### src/rtl/decoder_3_8_buf.sv
// ============================================================================
// decoder_3_8_buf
// ----------------------------------------------------------------------------
// Buffered 3:8 decoder. Encoded indices arriving from an 8:3 priority encoder
// are queued in a small FIFO. The head entry is presented as a one-hot 8-bit
// word over a valid/ready handshake, so a consumer that stalls does not lose
// results the encoder produces every cycle.
//
// Parameters
//   DEPTH     FIFO entries (power of 2, >= 2)
//   PTR_W     pointer width, log2(DEPTH)
//
// Ports
//   clk        rising-edge clock
//   rst        synchronous active-high reset
//   in         encoded index (encoder `out`)
//   in_valid   index present (encoder `valid`)
//   in_ready   FIFO can accept an index this cycle
//   out        one-hot decode of the FIFO head, 8'h00 when empty
//   out_valid  `out` holds a queued entry
//   out_ready  consumer accepts `out` this cycle
//   count      current occupancy, 0..DEPTH
//   overflow   sticky: an index was offered while the FIFO was full
// ============================================================================
module decoder_3_8_buf #(
    parameter int DEPTH = 4,
    parameter int PTR_W = 2
) (
    input  logic             clk,
    input  logic             rst,
    input  logic [2:0]       in,
    input  logic             in_valid,
    output logic             in_ready,
    output logic [7:0]       out,
    output logic             out_valid,
    input  logic             out_ready,
    output logic [PTR_W:0]   count,
    output logic             overflow
);

    localparam logic [PTR_W:0] FULL_COUNT = (PTR_W + 1)'(DEPTH);

    logic [2:0]       mem [DEPTH];
    logic [PTR_W-1:0] wr_ptr;
    logic [PTR_W-1:0] rd_ptr;
    logic             push;
    logic             pop;

    // Status comes only from the registered count, so there is no
    // combinational path from out_ready to in_ready: a full FIFO refuses a
    // push even in a cycle where the consumer pops.
    assign in_ready  = (count != FULL_COUNT);
    assign out_valid = (count != '0);

    assign push = in_valid && in_ready;
    assign pop  = out_valid && out_ready;

    // NOTE: every output of a combinational block gets a default first, so
    // no path through the block leaves it unassigned and no latch appears.
    always_comb begin
        out = 8'h00;
        if (out_valid) begin
            out = 8'b1 << mem[rd_ptr];
        end
    end

    // NOTE: sequential state uses non-blocking assignments so every register
    // samples the pre-edge values, independent of statement order.
    always_ff @(posedge clk) begin
        if (rst) begin
            wr_ptr   <= '0;
            rd_ptr   <= '0;
            count    <= '0;
            overflow <= 1'b0;
        end else begin
            // DEPTH is a power of two, so pointers wrap by natural overflow.
            if (push) begin
                wr_ptr <= wr_ptr + PTR_W'(1);
            end
            if (pop) begin
                rd_ptr <= rd_ptr + PTR_W'(1);
            end

            case ({push, pop})
                2'b10:   count <= count + (PTR_W + 1)'(1);
                2'b01:   count <= count - (PTR_W + 1)'(1);
                default: count <= count;
            endcase

            if (in_valid && !in_ready) begin
                overflow <= 1'b1;
            end
        end
    end

    // NOTE: the storage array has no reset; entries are only read once
    // count says they were written, so their power-up value never matters.
    always_ff @(posedge clk) begin
        if (push) begin
            mem[wr_ptr] <= in;
        end
    end

endmodule
### config.mk
export PLATFORM = sky130hd
export DESIGN_NAME = decoder_3_8_buf
export DESIGN_NICKNAME = d
export VERILOG_FILES = /design/src/rtl/decoder_3_8_buf.sv
export SDC_FILE = /design/constraint.sdc
export NUM_CORES = 1
export LEC_CHECK = 0
export ABC_AREA = 1
export ABC_CLOCK_PERIOD_IN_PS = 4100
export BUFFER_PORTS_ARGS = -buffer_cell sky130_fd_sc_hd__buf_4
export CORE_ASPECT_RATIO = 0.7
export CORE_MARGIN = 1
export CORE_UTILIZATION = 55
export DETAILED_ROUTE_END_ITERATION = 8
export HOLD_SLACK_MARGIN = 0.1
export PLACE_DENSITY = 0.81
export SLEW_MARGIN = 20
export SYNTH_ARGS = -nofsm -noshare
export SYNTH_HDL_FRONTEND = slang
export SYNTH_SLANG_ARGS = --single-unit
### constraint.sdc
create_clock -name clk -period 4.1 [get_ports clk]
set_clock_uncertainty 0.05 [all_clocks]
set_input_delay 0.205 -clock clk [delete_from_list [all_inputs] [get_ports clk]]
set_output_delay 0.205 -clock clk [all_outputs]
set_load 0.03 [all_outputs]
==> results.cfg <==
[job]
maxCapViolations = 0

[die]
rows = 13
start_util_pct = 60.8
die_h_um = 40.5
ioPinCount = 21
die_w_um = 57.1
die-area_sq_um = 2310
core_area_sq_um = 1920

[drt]
wire_per_inst_um = 11.0
initialDrtViolationCount = 46
vias = 888
ant_nets = 0
drt_wl_total_mm = 2.03
firstDrtPassIters = 6
viasPerCell = 4.83
route.detailed.drc = 4

[timing]
period_share_pct = 47.0
slew_viol_final = 0
fin_setup_tns_ns = 0
hold_violations = 0
rsz0062_at_grt = false
fmax_mhz = 519
relSlewSlack_pct = 74.5
max_slew.worst_pin.slew_ns = 0.381
min_period_ns = 1.93
setup_viol = 0
setup_ws_ns = 2.17

[setup_path]
r2r-start = count[2]$_SDFFE_PP0P_
critPathCaptureType = register
crit_fanout = 6
r2r_end = count[2]$_SDFFE_PP0P_
start_kind = register
r2r_cells = 13
cp_data_required_time_ns = 4.26
reg2reg_slack_ns = 2.17
cp_data_arrival_time_ns = 2.09
worstSetupPathType = reg2reg

[global_route]
grt_overflow = 0
antenna_found_initial = 0
grt_pass1_vias = 748
track_usage_pct = 19.4
grt_pass1_wl_mm = 3.17
grt_max_degree = 14

[worst_hold_path]
min_to = rd_ptr[1]$_SDFFE_PP0P_
min_path_type = in2reg
min_path_cells = 3
hold_start = out_ready

[clock_tree]
cts_resized = 0
root_buffer = clkbuf_4
tritoncts = done
cts_buffer_depth = 2
clk_pin_slew_ns = 0.12
clk_latency_ns = 0.30
clock_sink_count = 22
cts_setup_buffers = 0
cts_buffers = 3
htreeDepth = 1

[power_and_ir_drop]
ir_drop_uv = 317
leakage_nw = 0.655
pwr_density_cell_nw_per_um2 = 651

[cells_and_area]
area_delta_synth_final_pct = 22.2
drive_above_1_share_pct = 30.2
fin_nets = 176
layout_commonest_cell = nand2_1
antennaDiodeCount = 0
final_cell_mix = 32 x nand2_1, 20 x buf_4, 16 x inv_1, 16 x nor2_1, 12 x edfxtp_1

[yosys]
synthCells = 135
seq_area_frac_synth_pct = 48.0
netlist_area_sq_um = 1170
ys_ff_latch = 22
avgSynthCellArea_sq_um = 8.65
synth_cell_types = 20
ys_warn_count = 0
syn-num-nets = 148

[outcome]
violations = DRC
status = finished, violations left

[placement]
port_buffers = 20
place_congestion = 0.836
place_ws_ns = 2.23
hpwl_mm = 1.67
==> registers in the layout (all words and copies together), names as in the netlist, named ones only <==
register,flops
mem,12
count,3
rd_ptr,2
wr_ptr,2
overflow,1
==> critical path, stage by stage, from the launching register on <==
cell and delay, ns:
dfxtp_1 0.47, inv_2 0.10, nand2_4 0.12, nand2_2 0.07
inv_2 0.07, ha_1 0.19, inv_2 0.06, fa_1 0.38
inv_1 0.06, nand2_1 0.04, nand3_1 0.08, nand2_1 0.05
nand2_1 0.05, nor2_1 0.03
==> kinds of logic (layout without fill, tap and decap cells) <==
family,count (synthesis),count (layout),synth area share [%]
simple gates,77,77,32.5
flops,22,22,48.0
buf+inv,22,49,8.36
compound gates,8,8,4.07
fa+ha+maj,6,6,7.07
==> stage by stage <==
stage	hold slack [ns]	utilization, %	instance area [sq um]	total power (W)	instances
finish	0.162	74.3	1430	0.000928	184
global route	0.157	74.3	1430	0.000991	184
CTS	0.147	74.3	1430	0.000936	184
detailed placement	0.361	69.5	1330	0.000770	176
global placement	0.358	69.5	1330	0.000754	176
floorplan	0.217	-	1170	0.000649	135
==> worst max path at each step <==
stage                          start                    end  depth (start not counted)
2_1_floorplan  count[2]$_SDFFE_PP0P_  count[2]$_SDFFE_PP0P_                         13
4_1_cts        count[2]$_SDFFE_PP0P_  count[2]$_SDFFE_PP0P_                         13
3_5_place_dp   count[2]$_SDFFE_PP0P_  count[2]$_SDFFE_PP0P_                         13
6_report       count[2]$_SDFFE_PP0P_  count[2]$_SDFFE_PP0P_                         13
5_1_grt        count[2]$_SDFFE_PP0P_  count[2]$_SDFFE_PP0P_                         13
3_3_place_gp   count[2]$_SDFFE_PP0P_  count[2]$_SDFFE_PP0P_                         13
==> layer usage <==
layer	global-route usage (%)	up-vias	part of all wire (%)
met5	0	-	0
met4	7.32	0	0.89
met3	6.13	2	4.5
met2	31.8	23	45
met1	24.8	385	50
li1	-	478	-
==> report_power, final <==
group          total [W]  switching [W]  internal (W)
Clock           0.000159      0.0000600     0.0000987
Combinational   0.000456       0.000297      0.000159
Sequential      0.000314      0.0000438      0.000270
Total           0.000928       0.000401      0.000527
==> cell type report <==
cell class	instances	area, sq um
clock inverter	1	30.0
multi-input combinational	91	509
clock buffer	3	22.5
timing repair buffer	24	190
sequential	22	561
fill	145	493
tap	22	27.5
inverter	21	86.3
==> Yosys cell counts <==
master / number / area share (%)
nor2_1: 16 / 5.1
o21ai_0: 1 / 0.43
nand2_1: 32 / 10
a21oi_2: 2 / 1.5
inv_2: 4 / 1.3
a21oi_1: 4 / 1.7
nand2_4: 3 / 2.9
edfxtp_1: 12 / 31
nor2_4: 1 / 0.96
nor2_2: 1 / 0.54
nand3_2: 3 / 2.6
o21ai_1: 1 / 0.43
inv_8: 1 / 0.96
buf_6: 1 / 0.96
nand2_2: 10 / 5.4
ha_1: 5 / 5.4
fa_1: 1 / 1.7
dfxtp_1: 10 / 17
inv_1: 16 / 5.1
nand3_1: 11 / 4.7
==> timing repair <==
item,4_1_cts,5_1_grt
endpoints found under the setup margin,0,0
hold buffers,4,0
endpoints found under the hold margin,17,0
(Power assumes the default switching activity.)
